==> src/rtl/fp16_intn_pkg.sv <==
// Shared fp16 field layout and packer state encoding for the fp16 -> small-int quantizers.
package fp16_intn_pkg;

    localparam int unsigned FP16_BIAS  = 15;
    localparam int unsigned FP16_EXP_W = 5;
    localparam int unsigned FP16_MAN_W = 10;

    typedef struct packed {
        logic                  sign;
        logic [FP16_EXP_W-1:0] exp;
        logic [FP16_MAN_W-1:0] man;
    } fp16_t;

    typedef enum logic {
        ST_FILL = 1'b0,
        ST_HOLD = 1'b1
    } pack_state_e;

endpackage

==> src/rtl/fp16_to_intn_conv.sv <==
// Combinational fp16 -> signed INT_WIDTH conversion, round-to-nearest-even with saturation.
module fp16_to_intn_conv
    import fp16_intn_pkg::*;
#(
    parameter int unsigned INT_WIDTH = 4
) (
    input  logic [15:0]          fp16_i,
    output logic [INT_WIDTH-1:0] value_c,
    output logic                 sat_c
);

    localparam int unsigned FIX_W = 20;
    localparam int unsigned MAG_W = 10;
    localparam logic [FP16_EXP_W-1:0] EXP_HALF = FP16_EXP_W'(FP16_BIAS - 1);
    localparam logic [FP16_EXP_W-1:0] EXP_BIG  = FP16_EXP_W'(FP16_BIAS + 8);
    localparam logic [MAG_W-1:0] POS_LIM = MAG_W'((1 << (INT_WIDTH - 1)) - 1);
    localparam logic [MAG_W-1:0] NEG_LIM = MAG_W'(1 << (INT_WIDTH - 1));
    localparam logic [INT_WIDTH-1:0] INT_MAX = {1'b0, {(INT_WIDTH-1){1'b1}}};
    localparam logic [INT_WIDTH-1:0] INT_MIN = {1'b1, {(INT_WIDTH-1){1'b0}}};

    fp16_t                 f;
    logic [FP16_MAN_W:0]   sig;
    logic [FIX_W-1:0]      fixed;
    logic [FIX_W-FP16_MAN_W-2:0] int_part;
    logic                  round_up;
    logic [MAG_W-1:0]      mag;
    logic [MAG_W-1:0]      sval;
    logic                  ovf;

    // fixed holds |value| scaled by 2^(MAN_W+1); only exponents 14..22 can land in range
    always_comb begin
        f        = fp16_t'(fp16_i);
        sig      = {1'b1, f.man};
        fixed    = '0;
        int_part = '0;
        round_up = 1'b0;
        mag      = '0;
        sval     = '0;
        ovf      = 1'b0;
        value_c  = '0;
        sat_c    = 1'b0;

        if (f.exp == '1) begin
            sat_c   = 1'b1;
            if (f.man == '0) begin
                value_c = f.sign ? INT_MIN : INT_MAX;
            end
        end else if (f.exp >= EXP_BIG) begin
            sat_c   = 1'b1;
            value_c = f.sign ? INT_MIN : INT_MAX;
        end else if (f.exp >= EXP_HALF) begin
            fixed    = FIX_W'(sig) << (f.exp - EXP_HALF);
            int_part = fixed[FIX_W-1:FP16_MAN_W+1];
            round_up = fixed[FP16_MAN_W] && ((|fixed[FP16_MAN_W-1:0]) || int_part[0]);
            mag      = MAG_W'(int_part) + MAG_W'(round_up);
            ovf      = f.sign ? (mag > NEG_LIM) : (mag > POS_LIM);
            if (ovf) begin
                sat_c   = 1'b1;
                value_c = f.sign ? INT_MIN : INT_MAX;
            end else begin
                sval    = f.sign ? (~mag + MAG_W'(1)) : mag;
                value_c = sval[INT_WIDTH-1:0];
            end
        end
    end

endmodule

==> src/rtl/fp16_to_intn_packer.sv <==
// Packs PACK_NUM converted fp16 elements into one output word with a single-entry output register.
module fp16_to_intn_packer
    import fp16_intn_pkg::*;
#(
    parameter int unsigned INT_WIDTH = 4,
    parameter int unsigned PACK_NUM  = 8
) (
    input  logic                          clk_i,
    input  logic                          rst_ni,
    input  logic [15:0]                   fp16_i,
    input  logic                          in_valid_i,
    input  logic                          in_last_i,
    output logic                          in_ready_o,
    output logic [INT_WIDTH*PACK_NUM-1:0] out_data_o,
    output logic                          out_valid_o,
    output logic                          out_last_o,
    input  logic                          out_ready_i,
    output logic [15:0]                   sat_cnt_o
);

    localparam int unsigned DATA_W = INT_WIDTH * PACK_NUM;
    localparam int unsigned LANE_W = (PACK_NUM > 1) ? $clog2(PACK_NUM) : 1;
    localparam logic [LANE_W-1:0] LAST_LANE = LANE_W'(PACK_NUM - 1);

    pack_state_e          state_q, state_d;
    logic [LANE_W-1:0]    lane_cnt_q, lane_cnt_d;
    logic [DATA_W-1:0]    pack_q, pack_d, pack_wr;
    logic [DATA_W-1:0]    out_data_q, out_data_d;
    logic                 out_last_q, out_last_d;
    logic [15:0]          sat_cnt_q, sat_cnt_d;
    logic [INT_WIDTH-1:0] conv_value;
    logic                 conv_sat;
    logic                 accept;
    logic                 complete;

    fp16_to_intn_conv #(
        .INT_WIDTH(INT_WIDTH)
    ) u_conv (
        .fp16_i (fp16_i),
        .value_c(conv_value),
        .sat_c  (conv_sat)
    );

    assign out_valid_o = (state_q == ST_HOLD);
    assign in_ready_o  = !out_valid_o || out_ready_i;
    assign out_data_o  = out_data_q;
    assign out_last_o  = out_last_q;
    assign sat_cnt_o   = sat_cnt_q;
    assign accept      = in_valid_i && in_ready_o;
    assign complete    = accept && ((lane_cnt_q == LAST_LANE) || in_last_i);

    always_ff @(posedge clk_i or negedge rst_ni) begin
        if (!rst_ni) begin
            state_q    <= ST_FILL;
            lane_cnt_q <= '0;
            pack_q     <= '0;
            out_data_q <= '0;
            out_last_q <= 1'b0;
            sat_cnt_q  <= '0;
        end else begin
            state_q    <= state_d;
            lane_cnt_q <= lane_cnt_d;
            pack_q     <= pack_d;
            out_data_q <= out_data_d;
            out_last_q <= out_last_d;
            sat_cnt_q  <= sat_cnt_d;
        end
    end

    // pack register is cleared on completion so lanes above the closing one read as zero
    always_comb begin
        state_d    = state_q;
        lane_cnt_d = lane_cnt_q;
        pack_d     = pack_q;
        out_data_d = out_data_q;
        out_last_d = out_last_q;
        sat_cnt_d  = sat_cnt_q;
        pack_wr    = pack_q;

        for (int unsigned i = 0; i < PACK_NUM; i++) begin
            if (lane_cnt_q == LANE_W'(i)) begin
                pack_wr[i*INT_WIDTH +: INT_WIDTH] = conv_value;
            end
        end

        case (state_q)
            ST_FILL: if (complete) state_d = ST_HOLD;
            ST_HOLD: begin
                if (complete) begin
                    state_d = ST_HOLD;
                end else if (out_ready_i) begin
                    state_d = ST_FILL;
                end
            end
            default: state_d = ST_FILL;
        endcase

        if (accept) begin
            if (complete) begin
                out_data_d = pack_wr;
                out_last_d = in_last_i;
                pack_d     = '0;
                lane_cnt_d = '0;
            end else begin
                pack_d     = pack_wr;
                lane_cnt_d = lane_cnt_q + LANE_W'(1);
            end
            if (conv_sat && (sat_cnt_q != 16'hFFFF)) begin
                sat_cnt_d = sat_cnt_q + 16'd1;
            end
        end
    end

endmodule
==> config.mk <==
export PLATFORM = sky130hd
export DESIGN_NAME = fp16_to_intn_packer
export DESIGN_NICKNAME = d
export VERILOG_FILES = /design/src/rtl/fp16_intn_pkg.sv /design/src/rtl/fp16_to_intn_conv.sv /design/src/rtl/fp16_to_intn_packer.sv
export SDC_FILE = /design/constraint.sdc
export NUM_CORES = 1
export LEC_CHECK = 0
export ABC_CLOCK_PERIOD_IN_PS = 2400
export BUFFER_PORTS_ARGS = -buffer_cell sky130_fd_sc_hd__buf_4
export CAP_MARGIN = 25
export CELL_PAD_IN_SITES_DETAIL_PLACEMENT = 1
export CELL_PAD_IN_SITES_GLOBAL_PLACEMENT = 2
export CORE_ASPECT_RATIO = 2
export CORE_MARGIN = 2
export CORE_UTILIZATION = 36
export DETAILED_ROUTE_END_ITERATION = 6
export GPL_TIMING_DRIVEN = 0
export PLACE_DENSITY_LB_ADDON = 0.05
export SETUP_SLACK_MARGIN = 0.5
export SYNTH_ARGS = -nofsm -noshare
export SYNTH_HDL_FRONTEND = slang
export SYNTH_HIERARCHICAL = 1
export SYNTH_SLANG_ARGS = --single-unit
==> constraint.sdc <==
create_clock -name clk_i -period 2.4 [get_ports clk_i]
set_clock_uncertainty 0.05 [all_clocks]
set_input_delay 0.24 -clock clk_i [delete_from_list [all_inputs] [get_ports clk_i]]
set_output_delay 0.24 -clock clk_i [all_outputs]
set_load 0.01 [all_outputs]
Word-level counts from Yosys, hierarchy flattened
Index checks and enable logic that the tools add are counted.

storage, ports and cells
  flip-flop bits (word level) = 85
  logic and storage cells = 66
  bits of input ports = 21

cells by class
  add/sub/neg operators = 5
  bitwise operators = 2
  $lt $le $gt $ge = 4
  multiplexer cells = 26
  eq/ne operators = 9
  reduce and logical (&&, ||, !) cells = 13
  shift-type cells = 1

operator list
  operator                 count
  $mux W4                  15
  $mux W32                 1
  $shl A11 B5 Y20          1
  $add A16 B1 Y16 const B  1
  $ne A16 B16 Y1 const B   1
  $eq A3 B3 Y1 const B     4
  $add A9 B1 Y10           1
  $gt A10 B3 Y1 const B    1
  $gt A10 B4 Y1 const B    1
  $logic_not A10 Y1        1
  $reduce_or A10 Y1        1
  $mux W1                  8
  $eq A3 B2 Y1 const B     2
  $eq A5 B5 Y1 const B     1
  $ge A5 B4 Y1 const B     1
  $ge A5 B5 Y1 const B     1
  $sub A5 B4 Y5 const B    1
  $add A4 B1 Y4 const B    1
  $logic_and A1 B1 Y1      4
  $not A4 Y4               1
  $reduce_and A2 Y1        2
  $add A3 B1 Y3 const B    1
  $eq A3 B1 Y1 const B     1
  $logic_not A3 Y1         1
  other kinds (5)          7

Longest topological paths before layout
Gate-level depths: netlist (run 1).

  depth in word-level cells = 15
  gate-level depth with buffers = 18
  gate-level depth less buffers = 16

By module
The synthesis (run 1) kept the hierarchy.

modules (own cells, without submodules)
  module               sequential area each (sq um)  instances  area an instance (sq um)  cells an instance
  fp16_to_intn_packer  2127.0                        1          3688.5                    333
  fp16_to_intn_conv    0.0                           1          1280.0                    174

Worst setup path after synthesis (run 1)
No wires, ideal clock.

  kind = input-to-reg
  start = in fp16_i[11]
  end = reg sat_cnt_q[13] (netlist: sat_cnt_o[13])
  slack = -1.308 ns
  cell stages on the path = 16
  data arrival time = 3.578 ns
  buffers on the path = 1
  required time = 2.271 ns
  setup time = 0.079 ns
  path through = buf_6 > mux4_2 > and2_1 > o22ai_1 > o31ai_4 > and2_1 > ha_1 > inv_1 > ha_1 > a31o_1 > a211o_1 > nand2_1 > nand2_1 > or4_4 > nor4_2 > xor2_1

between the ends
  cells in the longest elaborated chain, start to end = 14

ends and longest elaborated chain
  element                                         RTL line                    source
  from (decl)                                     fp16_to_intn_packer.sv:10   input logic [15:0] fp16_i,
  $sub A5 B4 Y5                                   fp16_to_intn_conv.sv:52     fixed = FIX_W'(sig) << (f.exp - EXP_HALF);
  $shl A11 B5 Y20                                 fp16_to_intn_conv.sv:52
  $reduce_or A10 Y1                               fp16_to_intn_conv.sv:54     round_up = fixed[FP16_MAN_W] && ((|fixed[FP16_MAN_W-1:0]) || int_part[0]);
  $logic_or A1 B1 Y1                              fp16_to_intn_conv.sv:54
  $logic_and A1 B1 Y1                             fp16_to_intn_conv.sv:54
  $add A9 B1 Y10                                  fp16_to_intn_conv.sv:55     mag = MAG_W'(int_part) + MAG_W'(round_up);
  $gt A10 B3 Y1 or $gt A10 B4 Y1 (tied branches)  fp16_to_intn_conv.sv:56     ovf = f.sign ? (mag > NEG_LIM) : (mag > POS_LIM);
  $mux W1                                         fp16_to_intn_conv.sv:56
  $mux W1                                         fp16_to_intn_conv.sv:57     if (ovf) begin
  $mux W1                                         fp16_to_intn_conv.sv:51     end else if (f.exp >= EXP_HALF) begin
  $mux W1                                         fp16_to_intn_conv.sv:48     end else if (f.exp >= EXP_BIG) begin
  $mux W1 (*)                                     fp16_to_intn_conv.sv:43     if (f.exp == '1) begin
  net conv_sat                                    fp16_to_intn_packer.sv:32   logic conv_sat;
  $logic_and A1 B1 Y1 (*)                         fp16_to_intn_packer.sv:108  if (conv_sat && (sat_cnt_q != 16'hFFFF)) begin
  $reduce_and A2 Y1 (no line) (*)                 n/a
  to (signal assigned)                            fp16_to_intn_packer.sv:66   sat_cnt_q <= sat_cnt_d;
  to (decl)                                       fp16_to_intn_packer.sv:30   logic [15:0] sat_cnt_q, sat_cnt_d;

The timed path passes the listed nets; every way through them passes the cells marked *.
A chain may end at the register's enable or synchronous reset.

Worst setup path in the final report (run 1)
  start = in fp16_i[11]
  end = reg sat_cnt_q[7] (netlist: sat_cnt_o[7])

The elaborated chain is that of the path after synthesis.

==> results of run 1 <==
==> per-stage QoR <==
stage	worst slack, ps	util, %	instances	setup TNS (ps)	area (um^2)
finish	-1010	54.1	795	-65860	7270
global route	-1110	54.1	795	-72350	7270
CTS	-1080	52.4	787	-66130	7040
detailed placement	-1940	43.7	732	-120800	5870
global placement	-1920	43.5	731	-119500	5840
floorplan	-996	-	507	-57440	5130
==> kinds of logic (layout without fill, tap and decap cells) <==
logic type	Yosys count	count (layout)	synth area share, %
simple gates	166	166	17.3
fa+ha+maj	11	11	2.77
mux	43	43	9.75
flops	85	85	42.8
xor+xnor	22	22	3.88
buf+inv	42	175	4.23
compound gates	138	138	19.3
==> cell type report <==
| type | count | area, um^2 | share of cell area [%] |
|---|---|---|---|
| well taps | 155 | 194 | 2.67 |
| multi-input cells | 380 | 3230 | 44.5 |
| repair buffers | 117 | 1030 | 14.2 |
| flip-flops and latches | 85 | 2130 | 29.3 |
| plain buffers | 30 | 343 | 4.72 |
| inverters | 12 | 46.3 | 0.637 |
| clock buffers | 16 | 292 | 4.01 |
==> worst max-delay path, stage by stage <==
cell	delay, ps
buf_8	100
buf_12	140
buf_12	140
buf_8	130
clkbuf_16	140
a31o_4	230
a21oi_4	170
nor3b_4	60
a32o_2	330
o21a_4	230
ha_4	150
a31o_1	190
a211o_1	300
nand2_4	120
nand2_2	70
or4_4	520
nor3b_2	210
xor2_1	160
==> cell usage in the layout (no fill, tap or decap), types with 7 or more instances in the layout <==
cell type  netlist  final
a22o_1          12     12
o21ai_1          4     45
dfrtp_1         85     85
clkbuf_1        18      9
buf_8            1     12
mux2i_1         36     18
inv_1           10      9
xor2_1          14     14
buf_4            1     97
mux2i_4          0      7
mux2i_2          0     11
clkbuf_16        0     10
nor2_1          15     12
o211ai_1         7      7
nand3_1         15     12
nand2_1         76     72
and2_4           1      7
buf_6            4     13
a21oi_1         11      8
o21ai_0         53      9
xnor2_1          8      8
==> per-layer routing <==
metal  global-route usage [%]  part of all wire [%]
met5                        0                     0
met4                     13.3                   5.2
met3                     2.18                   1.6
met2                     48.6                    61
met1                     22.4                    33
==> registers in the layout (all words and copies together) (netlist names) <==
name / cells
lane_cnt_q: 3
out_data_o: 32
out_last_o: 1
out_valid_o: 1
pack_q: 32
sat_cnt_o: 16
==> repair_timing <==
action | 4_1_cts | 5_1_grt
hold buffers | 1 | 0
setup endpoints to repair | 84 | 84
resized for setup | 116 | 42
cloned | 6 | 0
pin swaps | 35 | 23
hold endpoints to repair | 12 | 0
setup buffers | 32 | 8
==> path summary, 6_finish.rpt <==
| path | endpoint | cells past startpoint |
|---|---|---|
| worst min register to register | out_data_o[17] | 2 |
| max in group asynchronous | pack_q[19] | 3 |
| min in group asynchronous | sat_cnt_o[15] | 2 |
| worst min-delay path | out_last_o | 2 |
| worst max register to register | sat_cnt_o[1] | 4 |
| worst max-delay path | sat_cnt_o[7] | 18 |
==> power by group through the flow <==
stage | Clock, uW | Combinational [uW] | Sequential, uW
3_5_place_dp | 0 | 1130 | 1720
4_1_cts | 1400 | 1440 | 1700
2_1_floorplan | 0 | 626 | 1740
3_3_place_gp | 0 | 1090 | 1710
5_1_grt | 1460 | 1640 | 1730
6_report | 1370 | 1530 | 1700
==> impl_results.rst, run 1 <==
.. list-table::
   :header-rows: 1

   * - Metric
     - Value
   * - Number of enable-type register cells in the synthesized netlist
     - 0
   * - Placement Rows
     - 60
   * - # DRC
     - 0
   * - Leakage power summed over all cells
     - 0.00320 uW
   * - Clock sinks
     - 85
   * - CP required
     - 2620 ps
   * - Startpoint of the worst setup timing path
     - fp16_i[11]
   * - Final setup viols
     - 76
   * - Power share of the clock group
     - 29.7%
   * - CP max FO
     - 7
   * - Average vias per placed instance
     - 5.75
   * - Detailed placement HPWL
     - 12.0 mm
   * - Run status
     - complete, but fails checks
   * - Critical path class
     - input pin to flip-flop
   * - Vias in the first global route
     - 4936
   * - Share of post-route cells with drive strength above 1
     - 39.8%
   * - Largest voltage drop on the vdd net
     - 0.274 mV
   * - Post-Route WL
     - 17.5 mm
   * - Drt first-iter violations
     - 141
   * - Max transition margin
     - 29.6%
   * - Total routing usage reported by global routing
     - 24.2%
   * - Root buf cell
     - clkbuf_16
   * - Number of pins with negative max-slew slack in the final report
     - 0
   * - Max Clk Rate
     - 293 MHz
   * - Total of flip-flops plus latches after synthesis
     - 85
   * - Failing checks
     - setup timing
   * - Avg Synthesized Cell Area
     - 9.80 um^2
   * - Layout net count
     - 667
   * - Overall power of the completed layout
     - 4610 uW
   * - Cts bufs inserted
     - 9
   * - Internal
     - 3120 uW
   * - Clock Latency Late Sink
     - 340 ps
   * - Unrepaired setup endpoints after global routing
     - true
   * - Share of power burned in registers
     - 37.0%
   * - Most numerous cell in the Yosys netlist
     - dfrtp_1
   * - CTS max path bufs
     - 2
   * - Synth top cells by count
     - dfrtp_1 (85), nand2_1 (76), o21ai_0 (53), mux2i_1 (36), clkbuf_1 (18)
   * - Endpoint kind of the worst setup timing path
     - flip-flop
   * - Floorplan die width
     - 87.1 um
   * - Worst min-delay path class
     - input pin to flip-flop
   * - CP arrival
     - 3630 ps
   * - Number of nets with antenna violations after routing
     - 0
   * - Detail-routed net length per standard cell
     - 22.0 um
   * - Switching part of the total
     - 32.3%
   * - Sequential-to-total area share from yosys stat
     - 42.8%
   * - Filler cells
     - 1466
   * - Area share of the largest cell type after synthesis
     - 42.8%
   * - CTS tree
     - done
   * - Clock period minus worst slack
     - 3410 ps
   * - Net Count, Synth
     - 539
   * - Power density over cell area
     - 634 nW/um^2
   * - Area growth from synthesis to layout
     - 46.3%
   * - CTS H-tree lvls
     - 3
   * - Cell type contributing the most total cell area after synthesis
     - dfrtp_1
   * - Router iterations before antenna repair
     - 4
   * - Die Outline Area
     - 14800 um^2
   * - Synthesized area
     - 4970 um^2
   * - Post-synth ARST share
     - 100%
   * - Slew at the pin closest to its max-slew limit
     - 1050 ps
   * - Crit Reg-Reg Startpoint
     - sat_cnt_o[6]
   * - Initial Utilization
     - 37.0%
   * - Final Hold Violating Endpoints
     - 0
   * - Wire length of the first global-routing pass
     - 26.8 mm
   * - MaxCap Viol Count
     - 0
   * - Core box area
     - 13400 um^2
   * - CP Launch Type
     - input pin
   * - Ant diodes
     - 0
   * - Clock transition time at the flip-flop clock pins of the worst setup and hold paths
     - 60 ps
   * - Ranking of synthesized cells by area
     - dfrtp_1 (43%), mux2i_1 (7.3%), nand2_1 (5.7%)
   * - Power dissipated by switching net loads
     - 1490 uW
   * - Startpoint of the worst hold path
     - in_last_i
   * - IO Count
     - 72
   * - Post-layout worst setup margin
     - -1010 ps
   * - Pin count of the biggest net entering global routing
     - 74
   * - Final critical-path share of the clock period
     - 142%
   * - Register-to-register setup slack
     - 120 ps
   * - Number of antenna violations at the first check in global routing
     - 0
   * - Number of warnings reported in the yosys synthesis log
     - 6
   * - Worst hold slack
     - 141 ps
   * - Prevailing post-synth register cell
     - dfrtp_1
   * - Placer's final routability congestion estimate
     - 0.860
   * - Logic gate share of total power
     - 33.3%
   * - Vias
     - 4568
   * - Aggregate global routing overflow
     - 0
   * - Number of instances in the synthesized netlist
     - 507
   * - Number of I/O port buffers
     - 69
   * - Die height
     - 170 um
   * - Distinct cell type count after synthesis
     - 75
No activity file was read; power rests on OpenSTA's default activity.
==> run 2: changes to the inputs <==
PLACE_DENSITY = 0.78   (was unset)
PLACE_DENSITY_LB_ADDON = unset   (was 0.05)
TNS_END_PERCENT = 30   (was unset)
==> run 2 against run 1 <==
The flow still finishes with violations (setup timing); global-route usage is 1.6 points lower; register-to-register slack about the same; critical path depth stayed put.
==> impl_results.rst, run 2 (same netlist as run 1, synthesis figures left out) <==
.. list-table::
   :header-rows: 1

   * - Metric
     - Value
   * - Depth of the worst register-to-register path
     - 7 (+3)
   * - Leakage power summed over all cells
     - 0.00306 uW (-4.4%)
   * - Critical path class
     - input pin to flip-flop
   * - Wire length of the first global-routing pass
     - 25.5 mm (-4.7%)
   * - Placer's final routability congestion estimate
     - 0.953 (+11%)
   * - Layout net count
     - 651 (-2.4%)
   * - Clock Latency Late Sink
     - 340 ps (about the same)
   * - Router iterations before antenna repair
     - 4 (unchanged)
   * - Die height
     - 170 um (unchanged)
   * - Final critical-path share of the clock period
     - 145% (+2.5 points)
   * - Aggregate global routing overflow
     - 0 (unchanged)
   * - CP Launch Type
     - input pin
   * - Share of power burned in registers
     - 38.6% (+1.6 points)
   * - Placement Rows
     - 60 (unchanged)
   * - Die Outline Area
     - 14800 um^2 (unchanged)
   * - CP max FO
     - 6 (-1)
   * - Endpoint kind of the worst setup timing path
     - flip-flop
   * - # DRC
     - 0 (unchanged)
   * - Drt first-iter violations
     - 101 (-28%)
   * - Root buf cell
     - clkbuf_16
   * - CP required
     - 2570 ps (-50 ps)
   * - Crit path capture
     - sat_cnt_o[1]
   * - Number of I/O port buffers
     - 69 (unchanged)
   * - Average vias per placed instance
     - 5.67 (-1.3%)
   * - MaxCap Viol Count
     - 0 (unchanged)
   * - Utilization after layout
     - 50.6% (-3.5 points)
   * - Slew at the pin closest to its max-slew limit
     - 862 ps (-186 ps)
   * - Ordered list of cells on the worst path
     - buf_8 > buf_8 > mux4_2 > and2_4 > o22ai_4 > o31ai_4 > and2_4 > ha_4 > or3_4 > a2111oi_4 > buf_4 > a211o_1 > nand2_2 > buf_4 > buf_6 > nand3_4 > nor2_4 > mux2_4
   * - Ant diodes
     - 0 (unchanged)
   * - Met2 Track Usage GR
     - 44.2% (-4.4 points)
   * - Vias in the first global route
     - 4876 (-1.2%)
   * - Largest voltage drop on the vdd net
     - 0.261 mV (-4.8%)
   * - Clock transition time at the flip-flop clock pins of the worst setup and hold paths
     - 60 ps (about the same)
   * - Max Clk Rate
     - 288 MHz (-1.7%)
   * - Crit-path max cell delay
     - 530 ps (about the same)
   * - Pin count of the biggest net entering global routing
     - 72 (-2.7%)
   * - CTS tree
     - done
   * - CP arrival
     - 3650 ps (+20 ps)
   * - Internal
     - 3010 uW (-3.5%)
   * - Share of post-route cells with drive strength above 1
     - 34.9% (-4.9 points)
   * - Register-to-register setup slack
     - 130 ps (about the same)
   * - Post-Route WL
     - 16.1 mm (-8.0%)
   * - Met1 layer usage reported by global route
     - 20.9% (-1.5 points)
   * - Startpoint of the worst hold path
     - in_last_i
   * - Vias
     - 4419 (-3.3%)
   * - Unrepaired setup endpoints after global routing
     - true
   * - Max transition margin
     - 42.1% (+12 points)
   * - Met3 global-route usage
     - 2.57% (+0.39 points)
   * - Logic gate share of total power
     - 30.5% (-2.8 points)
   * - Leading cell type in the layout, fill and taps excluded
     - buf_4
   * - Detailed placement HPWL
     - 11.9 mm (-0.43%)
   * - Failing checks
     - setup timing
   * - Run status
     - complete, but fails checks
   * - Startpoint of the worst setup timing path
     - fp16_i[11]
   * - Switching part of the total
     - 31.8% (-0.48 points)
   * - CTS H-tree lvls
     - 3 (unchanged)
   * - Filler cells
     - 1497 (+2.1%)
   * - Number of nets with antenna violations after routing
     - 0 (unchanged)
   * - Power density over cell area
     - 649 nW/um^2 (+2.4%)
   * - Total routing usage reported by global routing
     - 22.5% (-1.6 points)
   * - Floorplan die width
     - 87.1 um (unchanged)
   * - Area growth from synthesis to layout
     - 36.9%
   * - IO Count
     - 72 (unchanged)
   * - Initial Utilization
     - 37.0% (unchanged)
   * - Detail-routed net length per standard cell
     - 20.7 um (-6.1%)
   * - Cts bufs inserted
     - 9 (unchanged)
   * - Commonest cells after routing, fill and taps aside
     - buf_4 (94), dfrtp_1 (83), nand2_1 (74)
   * - Number of pins with negative max-slew slack in the final report
     - 0 (unchanged)
   * - Clock sinks
     - 85 (unchanged)
   * - Worst r2r dst
     - pack_q[15]
   * - Worst min-delay path class
     - input pin to flip-flop
   * - Post-layout worst setup margin
     - -1070 ps (-59.9 ps)
   * - Final Hold Violating Endpoints
     - 0 (unchanged)
   * - CTS max path bufs
     - 2 (unchanged)
   * - Core box area
     - 13400 um^2 (unchanged)
   * - Slowest CP cell
     - mux4_2
   * - Number of antenna violations at the first check in global routing
     - 0 (unchanged)
   * - Peak-usage layer in the global routing report
     - met2
   * - Final setup viols
     - 76 (unchanged)
   * - Clock period minus worst slack
     - 3470 ps (+59.9 ps)
   * - Power dissipated by switching net loads
     - 1410 uW (-5.6%)
   * - Worst hold slack
     - 114 ps (-26.3 ps)
   * - Crit Reg-Reg Startpoint
     - lane_cnt_q[0]
   * - Power share of the clock group
     - 30.9% (+1.2 points)
-- run 2: how the worst min path moves through the flow --
stage / endpoint / slack, ps / cells past startpoint
global route: out_last_o / 120 / 2
detailed placement: sat_cnt_o[13] / 70 / 1
floorplan: lane_cnt_q[0] / -110 / 0
finish: out_last_o / 110 / 2
CTS: out_last_o / 100 / 2
global placement: pack_q[27] / 410 / 2
-- run 2: per-layer routing --
layer / vias up / share of wire [%]
met5: - / 0
met4: 0 / 5.9
met3: 44 / 2.3
met2: 93 / 58
met1: 2216 / 33
li1: 2066 / -
-- run 2: critical path, delay by kind of cell --
family                     cells  cell delay [ps]
AOI/OAI and AO/OA              4              720
buffers and inverters          5              670
muxes                          2              850
adders and majority gates      1              170
and+or+nand+nor                6              970
-- run 2: area by class of cell --
cell class / instances / area, um^2 / share of cell area [%]
multi-input cells: 380 / 3010 / 44.3
flip-flops and latches: 85 / 2130 / 31.3
repair buffers: 101 / 810 / 11.9
plain buffers: 30 / 312 / 4.58
clock buffers: 13 / 280 / 4.12
well taps: 155 / 194 / 2.85
inverters: 12 / 47.5 / 0.699
clock inverters: 3 / 17.5 / 0.258
-- run 2: power groups by stage --
stage | logic (uW) | clock network, uW | registers (uW)
detailed placement | 1110 | 0 | 1720
global placement | 1080 | 0 | 1710
CTS | 1290 | 1400 | 1700
finish | 1350 | 1360 | 1700
floorplan | 610 | 0 | 1740
global route | 1460 | 1450 | 1720
-- run 2: what timing repair did --
item,CTS,global route
endpoints found under the hold margin,14,0
setup buffers,22,7
gates resized for setup,86,39
hold buffers,1,0
pin swaps,34,25
endpoints found under the setup margin,84,86
cloned,1,0
-- run 2: stage by stage --
step,instances,instance area (um^2),setup slack [ps],power [uW],TNS [ps]
6_report,779,6800,-1070,4410,-67230
5_1_grt,779,6800,-1190,4620,-76630
4_1_cts,772,6630,-1110,4390,-66570
3_5_place_dp,732,5850,-1990,2840,-124460
3_3_place_gp,731,5820,-1830,2790,-119860
2_1_floorplan,507,5110,-996,2350,-57720
